### src/rtl/alu_ctrl_if.sv
// Command, response and ALU-side signals of alu_ctrl bundled as one interface.
// The slave modport is the controller's view; master is the environment's view.
interface alu_ctrl_if;
  logic       cmd_valid;
  logic       cmd_ready;
  logic [3:0] cmd_op;
  logic [7:0] cmd_a;
  logic [7:0] cmd_b;
  logic [7:0] A;
  logic [7:0] B;
  logic [3:0] alu_sel;
  logic [7:0] alu_out;
  logic       c_out;
  logic       rsp_valid;
  logic       rsp_ready;
  logic [7:0] rsp_data;
  logic       rsp_carry;
  logic       rsp_zero;
  logic       rsp_err;

  modport slave (
    input  cmd_valid, cmd_op, cmd_a, cmd_b, alu_out, c_out, rsp_ready,
    output cmd_ready, A, B, alu_sel, rsp_valid, rsp_data, rsp_carry, rsp_zero, rsp_err
  );

  modport master (
    output cmd_valid, cmd_op, cmd_a, cmd_b, alu_out, c_out, rsp_ready,
    input  cmd_ready, A, B, alu_sel, rsp_valid, rsp_data, rsp_carry, rsp_zero, rsp_err
  );
endinterface

### src/rtl/alu_ctrl.sv
// Sequences one command at a time through an external ALU: latch operands,
// wait EXEC_CYCLES, capture the result and hold it until the consumer takes it.
module alu_ctrl #(
  parameter int unsigned EXEC_CYCLES = 1
) (
  input  logic       clk,
  input  logic       rst,
  alu_ctrl_if.slave  bus
);

  typedef enum logic [1:0] {IDLE, EXEC, RESP} state_t;

  localparam logic [3:0] CNT_INIT = 4'(EXEC_CYCLES - 1);
  localparam logic [3:0] OP_ADD   = 4'b0000;
  localparam logic [3:0] OP_DIV   = 4'b0011;

  state_t     state_q, state_d;
  logic [3:0] cnt_q;
  logic [7:0] a_q, b_q;
  logic [3:0] sel_q;
  logic [7:0] data_q;
  logic       carry_q, zero_q, err_q;
  logic       accept, div_zero, capture;

  assign bus.cmd_ready = (state_q == IDLE) && !rst;
  assign accept        = bus.cmd_valid && bus.cmd_ready;
  assign div_zero      = (bus.cmd_op == OP_DIV) && (bus.cmd_b == '0);
  assign capture       = (state_q == EXEC) && (cnt_q == '0);

  assign bus.A         = a_q;
  assign bus.B         = b_q;
  assign bus.alu_sel   = sel_q;
  assign bus.rsp_valid = (state_q == RESP);
  assign bus.rsp_data  = data_q;
  assign bus.rsp_carry = carry_q;
  assign bus.rsp_zero  = zero_q;
  assign bus.rsp_err   = err_q;

  always_comb begin
    state_d = state_q;
    unique case (state_q)
      IDLE:    if (accept) state_d = div_zero ? RESP : EXEC;
      EXEC:    if (cnt_q == '0) state_d = RESP;
      RESP:    if (bus.rsp_ready) state_d = IDLE;
      default: state_d = IDLE;
    endcase
  end

  always_ff @(posedge clk) begin
    if (rst) begin
      state_q <= IDLE;
      cnt_q   <= '0;
      a_q     <= '0;
      b_q     <= '0;
      sel_q   <= '0;
      data_q  <= '0;
      carry_q <= 1'b0;
      zero_q  <= 1'b0;
      err_q   <= 1'b0;
    end else begin
      state_q <= state_d;
      if (accept) begin
        a_q   <= bus.cmd_a;
        b_q   <= bus.cmd_b;
        sel_q <= bus.cmd_op;
        cnt_q <= CNT_INIT;
        // Divide-by-zero never reaches the ALU: the error response is built here.
        if (div_zero) begin
          data_q  <= 8'hFF;
          carry_q <= 1'b0;
          zero_q  <= 1'b0;
          err_q   <= 1'b1;
        end
      end else if (capture) begin
        data_q  <= bus.alu_out;
        carry_q <= (sel_q == OP_ADD) ? bus.c_out : 1'b0;
        zero_q  <= (bus.alu_out == '0);
        err_q   <= 1'b0;
      end else if (state_q == EXEC) begin
        cnt_q <= cnt_q - 4'd1;
      end
    end
  end

endmodule

### src/flat_wrapper.sv
// flat-port wrapper written by rule: the top's interface ports become plain ports
module alu_ctrl_flat 
#(
  parameter int unsigned EXEC_CYCLES = 1
)
  (clk, rst, bus_cmd_valid, bus_cmd_op, bus_cmd_a, bus_cmd_b, bus_alu_out, bus_c_out, bus_rsp_ready, bus_cmd_ready, bus_A, bus_B, bus_alu_sel, bus_rsp_valid, bus_rsp_data, bus_rsp_carry, bus_rsp_zero, bus_rsp_err);
  alu_ctrl_if bus_i ();
  input  logic clk;
  input  logic rst;
  input wire logic [$bits(bus_i.cmd_valid)-1:0] bus_cmd_valid;
  input wire logic [$bits(bus_i.cmd_op)-1:0] bus_cmd_op;
  input wire logic [$bits(bus_i.cmd_a)-1:0] bus_cmd_a;
  input wire logic [$bits(bus_i.cmd_b)-1:0] bus_cmd_b;
  input wire logic [$bits(bus_i.alu_out)-1:0] bus_alu_out;
  input wire logic [$bits(bus_i.c_out)-1:0] bus_c_out;
  input wire logic [$bits(bus_i.rsp_ready)-1:0] bus_rsp_ready;
  output wire logic [$bits(bus_i.cmd_ready)-1:0] bus_cmd_ready;
  output wire logic [$bits(bus_i.A)-1:0] bus_A;
  output wire logic [$bits(bus_i.B)-1:0] bus_B;
  output wire logic [$bits(bus_i.alu_sel)-1:0] bus_alu_sel;
  output wire logic [$bits(bus_i.rsp_valid)-1:0] bus_rsp_valid;
  output wire logic [$bits(bus_i.rsp_data)-1:0] bus_rsp_data;
  output wire logic [$bits(bus_i.rsp_carry)-1:0] bus_rsp_carry;
  output wire logic [$bits(bus_i.rsp_zero)-1:0] bus_rsp_zero;
  output wire logic [$bits(bus_i.rsp_err)-1:0] bus_rsp_err;
  assign bus_i.cmd_valid = bus_cmd_valid;
  assign bus_i.cmd_op = bus_cmd_op;
  assign bus_i.cmd_a = bus_cmd_a;
  assign bus_i.cmd_b = bus_cmd_b;
  assign bus_i.alu_out = bus_alu_out;
  assign bus_i.c_out = bus_c_out;
  assign bus_i.rsp_ready = bus_rsp_ready;
  assign bus_cmd_ready = bus_i.cmd_ready;
  assign bus_A = bus_i.A;
  assign bus_B = bus_i.B;
  assign bus_alu_sel = bus_i.alu_sel;
  assign bus_rsp_valid = bus_i.rsp_valid;
  assign bus_rsp_data = bus_i.rsp_data;
  assign bus_rsp_carry = bus_i.rsp_carry;
  assign bus_rsp_zero = bus_i.rsp_zero;
  assign bus_rsp_err = bus_i.rsp_err;
  alu_ctrl #(.EXEC_CYCLES(EXEC_CYCLES)) u_core (.clk(clk), .rst(rst), .bus(bus_i));
endmodule
### config.mk
export PLATFORM = sky130hd
export DESIGN_NAME = alu_ctrl_flat
export DESIGN_NICKNAME = d
export VERILOG_FILES = /design/src/rtl/alu_ctrl_if.sv /design/src/rtl/alu_ctrl.sv /design/src/flat_wrapper.sv
export SDC_FILE = /design/constraint.sdc
export NUM_CORES = 1
export LEC_CHECK = 0
export BUFFER_PORTS_ARGS = -buffer_cell sky130_fd_sc_hd__buf_2
export CORE_ASPECT_RATIO = 1.25
export CORE_MARGIN = 3
export CORE_UTILIZATION = 49
export CTS_BUF_LIST = sky130_fd_sc_hd__clkbuf_4
export DETAILED_ROUTE_END_ITERATION = 16
export HOLD_SLACK_MARGIN = 0.06
export MAX_ROUTING_LAYER = met4
export PLACE_DENSITY = 0.81
export SLEW_MARGIN = 20
export SYNTH_ARGS = -nofsm -noshare
export SYNTH_HDL_FRONTEND = slang
export SYNTH_SLANG_ARGS = --single-unit
### constraint.sdc
create_clock -name clk -period 2.04 [get_ports clk]
set_input_delay 0.306 -clock clk [delete_from_list [all_inputs] [get_ports clk]]
set_output_delay 0.306 -clock clk [all_outputs]
set_load 0.005 [all_outputs]
==> summary.md, run 1 <==
| Metric | Value |
|---|---|
| Core Util, Final | `66.7%` |
| Worst Hold Path EP | `u_core.bus.A[1]$_SDFFE_PP0P_` |
| Setup TNS | `0 ns` |
| Final GP Congestion | `0.823` |
| Top post-synthesis cells by area | `dfxtp_1 47%, nand2b_1 9.4%, o21ai_0 7.6%` |
| I/O Buffers | `65` |
| RSZ-0062 raised after global routing | `false` |
| CTS buffer count | `5` |
| Drt drc | `0` |
| Per-cell routed wire length | `13.5 um` |
| Hold Crit Depth | `3` |
| Initial Util | `52.5%` |
| Setup Buffers After CTS | `0` |
| Hold buffers post-CTS | `0` |
| Critical path data required time | `2.30 ns` |
| Leak | `0.877 nW` |
| Initial drt markers | `45` |
| Seq pwr share | `57.2%` |
| Sw Share | `26.4%` |
| Most common cell in the synthesized netlist | `dfxtp_1` |
| Async S/R FF share, synth | `0%` |
| Die area | `3970 um2` |
| Design Power | `0.00140 W` |
| Remaining antenna violation count | `0` |
| Grt ovf | `0` |
| I/O Pins | `66` |
| Pint | `0.00103 W` |
| CP endpoint kind | `flip-flop` |
| Vias in the first global route | `1473` |
| Worst slew pin tran | `0.426 ns` |
| Yosys cell types | `28` |
| Total of max-cap violations | `0` |
| Synth Area per Inst | `8.79 um2` |
| CTS tree | `yes` |
| Reg clk slew, reported paths | `0.11 ns` |
| NetSw | `0.000369 W` |
| Std cell rows | `22` |
| Min-Delay Startpoint | `bus_cmd_a[1]` |
| Worst reg2reg path startpoint | `u_core.state_q[0]$_SDFFE_PP0P_` |
| CTS root buffer | `clkbuf_4` |
| Worst Path Max Fanout | `10` |
| Synth-to-Final Area Change | `26.9%` |
| Post-synthesis sequential area ratio | `46.6%` |
| Hold slack | `0.149 ns` |
| Fin. max-slew vios | `0` |
| Worst r2r dst | `u_core.bus.rsp_data[1]$_SDFFE_PP0P_` |
| Final Hold Viols | `0` |
| Synth cell count leaders | `37 x dfxtp_1, 24 x nand2b_1, 24 x o21ai_0, 20 x nand2_1, 14 x a21oi_1` |
| Layout cells sized above 1 | `37.5%` |
| Core area | `3030 um2` |
| Combinational power share | `15.8%` |
| Synthesized flop and latch total | `37` |
| WS Path Type | `reg -> reg` |
| Clk pwr share | `26.9%` |
| FMAX | `526 MHz` |
| Max Root-Sink Buffers | `2` |
| Final WL | `3820 um` |
| Pwr dens | `691 nW/um2` |
| Worst VDD drop | `619 uV` |
| Post-Synthesis Cells | `181` |
| Via density | `5.31` |
| CTS H-Tree Depth | `2` |
| Hold crit path type | `in -> reg` |
| Clock sink total | `37` |
| Worst path arrival time | `2.17 ns` |
| Worst R2R Path Depth | `3` |
| Clk_lat worst skew | `0.34 ns` |
| Status | `complete, no violations` |
| Tmin final | `1.90 ns` |
| Total Routing Usage GR | `20.7%` |
| Final setup margin | `0.139 ns` |
| Synth area leader | `dfxtp_1` |
| Post-synth EDFFs | `0` |
| Fin crit share | `93.2%` |
| Synth top area share | `46.6%` |
| Slew HR | `71.4%` |
| Total iterations of the first detailed-routing run | `4` |
| R2r setup slk | `0.14 ns` |
| Synth Warn # | `0` |
| Initial antenna violation count | `0` |
| DIE HEIGHT | `69.7 um` |
| Ys flop type | `dfxtp_1` |
| Fin nets | `281` |
| CP startpoint | `u_core.state_q[0]$_SDFFE_PP0P_` |
| First-pass GRT wire length | `6400 um` |
| Syn nets | `215` |
| Setup Viol. Count Final | `0` |
| Critical Path Start Type | `flip-flop` |
| Die W | `57.0 um` |
| Clock skew | `0.00995 ns` |
| Pin count of the biggest net entering global routing | `41` |
| PostCTS Resize Cnt | `0` |
| ANT cells | `0` |
| Vias | `1508` |
| DP HPWL | `2850 um` |
| Cell area after synthesis | `1590 um2` |
| DP Worst Slack | `0.0686 ns` |
-- power groups by stage --
stage / clock, W / combinational (W) / sequential (W)
3_3_place_gp: 0 / 0.000218 / 0.000814
4_1_cts: 0.000388 / 0.000223 / 0.000799
6_report: 0.000376 / 0.000221 / 0.000798
2_1_floorplan: 0 / 0.000107 / 0.000818
5_1_grt: 0.000418 / 0.000248 / 0.000806
3_5_place_dp: 0 / 0.000223 / 0.000814
-- registers in the layout, indices dropped and copies added, names as in the netlist --
name,cells
u_core.bus.rsp_carry,1
u_core.bus.A,8
u_core.bus.rsp_data,8
u_core.bus.alu_sel,4
u_core.state_q,2
u_core.cnt_q,4
u_core.bus.rsp_zero,1
u_core.bus.rsp_err,1
u_core.bus.B,8
-- cell families after synthesis --
kind of cell	share of synthesized area (%)
adder cells (fa/ha/maj)	0.787
AND/OR/NAND/NOR	27.2
buffers and inverters	4.48
flip-flops	46.6
AO/OA/AOI/OAI	20.9
-- critical path, cell delays in order, from the launching register on --
cell and delay (ns):
dfxtp_1 0.38, or4b_4 0.55, or4_4 0.67, a211oi_2 0.21
-- final cells by class --
type,instances,area (um2)
Inverter,4,15.0
Timing Repair Buffer,72,378
Tap cell,36,45.0
Multi-Input combinational cell,127,785
Fill cell,287,1010
Clock inverter,2,10.0
Clock buffer,6,45.0
Sequential cell,37,741
-- layer usage --
metal,wire (um),global-route usage [%],vias to the layer above
met4,85,10.1,0
met2,1740,30.4,63
met3,279,5.77,6
met1,1710,25.9,666
met5,0,-,-
li1,-,-,773
-- worst max path at each step --
stage	slack, ns	to	cells past startpoint
after floorplan	0.24	u_core.bus.rsp_data[2]$_SDFFE_PP0P_	4
after global placement	0.10	u_core.bus.rsp_data[3]$_SDFFE_PP0P_	4
after detailed placement	0.07	u_core.bus.rsp_data[1]$_SDFFE_PP0P_	4
after CTS	0.13	u_core.bus.rsp_data[1]$_SDFFE_PP0P_	3
after global routing	0.08	u_core.bus.rsp_data[2]$_SDFFE_PP0P_	3
final	0.14	u_core.bus.rsp_data[1]$_SDFFE_PP0P_	3
-- metrics by stage --
stage               instance area [um2]  instances
finish                             2020        284
global route                       2020        284
CTS                                2020        284
detailed placement                 1960        276
global placement                   1960        276
floorplan                          1590        181
-- cells in the final DEF (no fill, tap or decap) --
| master | synthesis | final |
|---|---|---|
| nor3_1 | 10 | 10 |
| nor2_1 | 1 | 1 |
| or4_4 | 1 | 1 |
| or3_1 | 1 | 1 |
| nor4b_2 | 0 | 1 |
| dfxtp_1 | 37 | 37 |
| a21oi_1 | 14 | 14 |
| ha_1 | 1 | 1 |
| nand2b_1 | 24 | 24 |
| clkbuf_4 | 0 | 6 |
| o32ai_1 | 3 | 3 |
| or4b_2 | 1 | 1 |
| nor3b_1 | 1 | 1 |
| buf_2 | 0 | 65 |
| o21ai_0 | 24 | 24 |
| a22oi_1 | 1 | 1 |
| buf_4 | 0 | 7 |
| nor4_1 | 4 | 4 |
| or4b_1 | 1 | 1 |
| or4_1 | 3 | 3 |
| or3b_2 | 1 | 1 |
| clkinv_2 | 0 | 2 |
| nor2b_1 | 2 | 2 |
| or4b_4 | 1 | 1 |
| nand3_1 | 1 | 1 |
| a311oi_1 | 1 | 1 |
| a211oi_2 | 8 | 8 |
| nand4_1 | 2 | 2 |
| inv_1 | 4 | 4 |
| nand2_1 | 20 | 20 |
Note: power is estimated with default switching activity, not from simulation.
==> run 2, diff against run 1 <==
--- a/config.mk
+++ b/config.mk
@@ -5,11 +5,11 @@
 export SDC_FILE = /design/constraint.sdc
 export NUM_CORES = 1
 export LEC_CHECK = 0
-export BUFFER_PORTS_ARGS = -buffer_cell sky130_fd_sc_hd__buf_2
+export BUFFER_PORTS_ARGS = -buffer_cell sky130_fd_sc_hd__buf_4
 export CORE_ASPECT_RATIO = 1.25
 export CORE_MARGIN = 3
 export CORE_UTILIZATION = 49
-export CTS_BUF_LIST = sky130_fd_sc_hd__clkbuf_4
+export CTS_BUF_LIST = sky130_fd_sc_hd__clkbuf_2
 export DETAILED_ROUTE_END_ITERATION = 16
 export HOLD_SLACK_MARGIN = 0.06
 export MAX_ROUTING_LAYER = met4
==> run 2 against run 1 <==
Count of clock-buffer cells in the layout is the same. Die area is the same. Largest cell class unchanged. Clock skew shrank 0.0026 ns. Maximum frequency grew 1.9%. Non-clock buffer count grew 2. Sequential cell count is the same. Setup slack gained 0.036 ns. Worst hold slack lost 0.040 ns.
==> summary.md, run 2 (synthesis results as in run 1) <==
| Metric | Value |
|---|---|
| Status | `complete, no violations` |
| Grt ovf | `0` |
| Final GP Congestion | `0.806` |
| Vias | `1516` |
| CTS root buffer | `clkbuf_2` |
| Synth-to-Final Area Change | `36.7%` |
| Per-cell routed wire length | `13.2 um` |
| Die area | `3970 um2` |
| Layout cells sized above 1 | `37.3%` |
| Clk_lat worst skew | `0.37 ns` |
| Most common library cell in the layout ignoring fill and taps | `buf_4` |
| Setup Buffers After CTS | `0` |
| CTS tree | `yes` |
| Worst path arrival time | `2.17 ns` |
| RSZ-0062 raised after global routing | `false` |
| Clock skew | `0.00733 ns` |
| Leak | `0.911 nW` |
| Max Root-Sink Buffers | `2` |
| Fin nets | `283` |
| Setup TNS | `0 ns` |
| CTS buffer count | `5` |
| CTS H-Tree Depth | `2` |
| Drt drc | `0` |
| Core area | `3030 um2` |
| Total iterations of the first detailed-routing run | `4` |
| I/O Buffers | `65` |
| Critical path data required time | `2.35 ns` |
| Worst slew pin tran | `0.382 ns` |
| Die W | `57.0 um` |
| Initial Util | `52.5%` |
| Fin crit share | `91.5%` |
| Worst VDD drop | `615 uV` |
| Initial antenna violation count | `0` |
| Critical Path Start Type | `flip-flop` |
| Hold slack | `0.109 ns` |
| Hold crit path type | `in -> reg` |
| DIE HEIGHT | `69.7 um` |
| Setup Viol. Count Final | `0` |
| Tmin final | `1.87 ns` |
| Worst Path Max Fanout | `10` |
| Hold buffers post-CTS | `0` |
| Dpl cell area | `2140 um2` |
| Via density | `5.32` |
| WS Path Type | `reg -> reg` |
| Pin count of the biggest net entering global routing | `39` |
| Design area | `2170 um2` |
| CP endpoint kind | `flip-flop` |
| Slew HR | `74.3%` |
| Remaining antenna violation count | `0` |
| ANT cells | `0` |
| Reg clk slew, reported paths | `0.17 ns` |
| Pwr dens | `630 nW/um2` |
| DP HPWL | `2830 um` |
| FMAX | `536 MHz` |
| Total Routing Usage GR | `21.1%` |
| Std cell rows | `22` |
| PostCTS Resize Cnt | `0` |
| Clock sink total | `37` |
| Final Hold Viols | `0` |
| Most frequent cells in the layout | `74 x buf_4, 37 x dfxtp_1, 24 x nand2b_1, 24 x o21ai_0, 20 x nand2_1` |
| Initial drt markers | `22` |
| I/O Pins | `66` |
| Final WL | `3770 um` |
| Fin. max-slew vios | `0` |
| Total of max-cap violations | `0` |
| First-pass GRT wire length | `6530 um` |
| Vias in the first global route | `1495` |
## run 2: layout make-up
cell class | count | area [um2]
clock buffers | 6 | 30.0
clock inverters | 1 | 3.75
fillers | 255 | 853
inverters | 4 | 15.0
multi-input cells | 127 | 785
flip-flops and latches | 37 | 741
well taps | 36 | 45.0
repair buffers | 74 | 556
## run 2: metrics by stage
step	worst slack [ns]	instances	total power (W)	utilization, %
after floorplan	0.237	181	0.000925	-
after global routing	0.112	285	0.00145	71.8
after detailed placement	0.0737	278	0.00108	70.7
after global placement	0.0978	278	0.00108	70.7
after CTS	0.168	285	0.00139	71.8
final	0.174	285	0.00137	71.8
## run 2: where the power goes
part | switching [W] | internal, W | total (W)
clock network | 0.000222 | 0.0000800 | 0.000302
logic | 0.000112 | 0.000155 | 0.000267
registers | 0.0000277 | 0.000772 | 0.000800
## run 2: routing by layer
| metal | up-vias | track usage (%) | wire length, um |
|---|---|---|---|
| met4 | 0 | 6.96 | 53 |
| met5 | - | - | 0 |
| met1 | 681 | 25.3 | 1650 |
| met2 | 52 | 32.7 | 1790 |
| met3 | 6 | 7.45 | 275 |
| li1 | 777 | - | - |
## run 2: path summary, 6_finish.rpt
kind	startpoint	to	slack [ns]	depth (start not counted)
worst max-delay path	u_core.state_q[1]$_SDFFE_PP0P_	u_core.bus.rsp_data[5]$_SDFFE_PP0P_	0.17	3
worst min-delay path	bus_cmd_a[5]	u_core.bus.A[5]$_SDFFE_PP0P_	0.11	3
worst max register to register	u_core.state_q[1]$_SDFFE_PP0P_	u_core.bus.rsp_data[5]$_SDFFE_PP0P_	0.17	3
worst min register to register	u_core.bus.A[4]$_SDFFE_PP0P_	u_core.bus.A[4]$_SDFFE_PP0P_	0.49	2
## run 2: worst max-delay path, cell delays in order (launching register included)
cell and delay (ns):
dfxtp_1 0.37, or4b_4 0.56, or4_4 0.67, a211oi_2 0.20
==> run 3, diff against run 2 <==
--- a/config.mk
+++ b/config.mk
@@ -5,10 +5,12 @@
 export SDC_FILE = /design/constraint.sdc
 export NUM_CORES = 1
 export LEC_CHECK = 0
+export ABC_AREA = 1
+export ABC_CLOCK_PERIOD_IN_PS = 2040
 export BUFFER_PORTS_ARGS = -buffer_cell sky130_fd_sc_hd__buf_4
 export CORE_ASPECT_RATIO = 1.25
 export CORE_MARGIN = 3
-export CORE_UTILIZATION = 49
+export CORE_UTILIZATION = 48
 export CTS_BUF_LIST = sky130_fd_sc_hd__clkbuf_2
 export DETAILED_ROUTE_END_ITERATION = 16
 export HOLD_SLACK_MARGIN = 0.06
==> run 3 against run 2 <==
Clock power up 44%. Utilization down 2.0 points. Largest power group unchanged. Critical path type is now in -> out. Setup slack better by 0.084 ns. Count of clock-buffer cells in the layout down 1.
==> summary.md, run 3 <==
| Metric | Value |
|---|---|
| Drt drc | `0` |
| Slowest cell on the critical path | `dlygate4sd3_1` |
| Initial antenna violation count | `0` |
| Post-Synthesis Cells | `175` |
| Met2 GRT Util | `33.8%` |
| Hold crit path type | `in -> reg` |
| Worst Path Max Fanout | `13` |
| Total iterations of the first detailed-routing run | `4` |
| Die area | `3850 um2` |
| I/O Buffers | `65` |
| CP endpoint kind | `output pin` |
| Remaining antenna violation count | `0` |
| Leak | `1.09 nW` |
| CTS H-Tree Depth | `2` |
| GRT busiest layer | `met2` |
| Post-Synth Simple-Gate Area | `19.8%` |
| Synth Warn # | `0` |
| Critical Path Max Stage Delay | `0.54 ns` |
| Initial Util | `50.6%` |
| Status | `complete, no violations` |
| Post-synthesis sequential area ratio | `49.2%` |
| Crit path max-delay family | `buffers and inverters` |
| DIE HEIGHT | `68.6 um` |
| Area occupied by multi-input gates | `614 um2` |
| Synth area leader | `dfxtp_1` |
| Async S/R FF share, synth | `0%` |
| CP Buf/Inv Count | `5` |
| Setup TNS | `0 ns` |
| Fin crit share | `87.3%` |
| Total of max-cap violations | `0` |
| Worst slew pin tran | `0.358 ns` |
| WS Path Type | `in -> out` |
| Pwr dens | `745 nW/um2` |
| FMAX | `561 MHz` |
| Initial drt markers | `27` |
| Reg clk slew, reported paths | `0.18 ns` |
| Syn nets | `209` |
| Std cell rows | `22` |
| Total Routing Usage GR | `19.6%` |
| M1 GR Usage | `21.0%` |
| Tmin final | `1.78 ns` |
| Fillers | `249` |
| PostCTS Resize Cnt | `0` |
| ANT cells | `0` |
| Most frequent cells in the layout | `66 x buf_4, 37 x dfxtp_1, 25 x inv_1` |
| Most common library cell in the layout ignoring fill and taps | `buf_4` |
| Area share of fa/ha/maj cells after synthesis | `0.831%` |
| Synth-to-Final Area Change | `38.0%` |
| Post-synth EDFFs | `0` |
| Worst VDD drop | `577 uV` |
| Ys flop type | `dfxtp_1` |
| RSZ-0062 raised after global routing | `false` |
| Core area | `2970 um2` |
| Final WL | `3320 um` |
| Final Hold Viols | `0` |
| Clock sink total | `37` |
| Cells along the critical path | `dlygate4sd3_1 -> buf_4 -> inv_2 -> nand2_2 -> inv_2 -> buf_4` |
| Largest family of logic cells by synthesized area | `compound AO/OA/AOI/OAI gates` |
| Synth Area in Compound Gates | `20.2%` |
| Clock skew | `0.00406 ns` |
| Critical Path Start Type | `input pin` |
| CTS tree | `yes` |
| Synth cell count leaders | `37 x dfxtp_1, 25 x inv_1, 21 x nand2_1, 18 x nor2_1, 13 x a22o_1` |
| Fin nets | `278` |
| I/O Pins | `66` |
| Yosys cell types | `28` |
| GR Util met3 | `6.52%` |
| Mux share of post-synthesis cell area | `0%` |
| CTS buffer count | `5` |
| DP HPWL | `2580 um` |
| Most common cell in the synthesized netlist | `dfxtp_1` |
| Synthesized flop and latch total | `37` |
| Fin. max-slew vios | `0` |
| Critical path data required time | `1.73 ns` |
| Layout cells sized above 1 | `36.3%` |
| Register Area | `741 um2` |
| Vias in the first global route | `1315` |
| Slew HR | `76.1%` |
| Via density | `4.80` |
| Die W | `56.1 um` |
| Synth Area per Inst | `8.60 um2` |
| Final GP Congestion | `0.781` |
| Grt ovf | `0` |
| Cell area after synthesis | `1510 um2` |
| First-pass GRT wire length | `5610 um` |
| Top post-synthesis cells by area | `dfxtp_1 49%, a22o_1 7.6%, inv_1 6.2%` |
| Vias | `1348` |
| Synth top area share | `49.2%` |
| Max Root-Sink Buffers | `2` |
| Setup Viol. Count Final | `0` |
| Pin count of the biggest net entering global routing | `21` |
| Worst path arrival time | `1.48 ns` |
| Clk_lat worst skew | `0.37 ns` |
| Hold slack | `0.129 ns` |
| Xor and xnor area share after synthesis | `0%` |
| Per-cell routed wire length | `11.8 um` |
| CTS root buffer | `clkbuf_2` |
-- run 3: changes by cell type after synthesis, moves of 6 or more --
cell      previous run  this run
nand2b_1            24         0
inv_1                4        25
nor2_1               1        18
o21ai_0             24         8
a22o_1               0        13
clkbuf_1            12         0
a21oi_1             14         4
a211oi_2             8         0
nor3_1              10         2
o21bai_1             0         8
o21ai_1              0         6
-- run 3: worst paths after layout --
check                                           from                                  end  slack (ns)  depth (start not counted)
setup / recovery                                 rst                        bus_cmd_ready        0.26                          6
hold reg to reg   u_core.bus.alu_sel[0]$_SDFFE_PP0P_   u_core.bus.alu_sel[0]$_SDFFE_PP0P_        0.48                          2
setup reg to reg        u_core.cnt_q[1]$_SDFFE_PP0P_  u_core.bus.rsp_data[1]$_SDFFE_PP0P_        0.60                          6
hold / removal                         bus_cmd_op[3]   u_core.bus.alu_sel[3]$_SDFFE_PP0P_        0.13                          3
-- run 3: repair_timing --
action | CTS | global route
endpoints found under the hold margin | 1 | 0
hold buffers | 1 | 0
setup buffers | 0 | 0
-- run 3: cell families after synthesis --
| group | after synthesis |
|---|---|
| flops | 37 |
| simple gates | 60 |
| buf+inv | 33 |
| fa+ha+maj | 1 |
| compound gates | 44 |
-- run 3: report_power, final --
part / switching, W / internal (W)
registers: 0.0000333 / 0.000783
clock network: 0.000232 / 0.000203
logic: 0.000130 / 0.000166
total: 0.000395 / 0.00115
-- run 3: layout make-up --
class	count	area share, %
multi-input cells	105	29.6
repair buffers	67	24.3
clock buffers	5	1.20
flip-flops and latches	37	35.7
well taps	36	2.17
clock inverters	3	1.99
inverters	28	5.06
-- run 3: layer usage --
metal  routed length [um]  up-vias
met4                   55        0
li1                     -      710
met1                 1410      579
met2                 1570       53
met3                  276        6
met5                    0        -
-- run 3: worst reg2reg max path, cell delays in order (launching register included) --
cell	delay [ns]
dfxtp_1	0.35
inv_1	0.09
ha_1	0.22
nand3_2	0.28
o21ai_0	0.24
o21bai_1	0.14
inv_1	0.05
-- run 3: stage by stage --
stage / instances / setup WS, ns / total power, W / area, um2 / utilization [%]
floorplan: 175 / 0.834 / 0.000971 / 1510 / -
global placement: 272 / 0.556 / 0.00112 / 2000 / 67.3
detailed placement: 272 / 0.553 / 0.00113 / 2000 / 67.3
CTS: 281 / 0.274 / 0.00157 / 2080 / 69.9
global route: 281 / 0.184 / 0.00164 / 2080 / 69.9
finish: 281 / 0.258 / 0.00155 / 2080 / 69.9
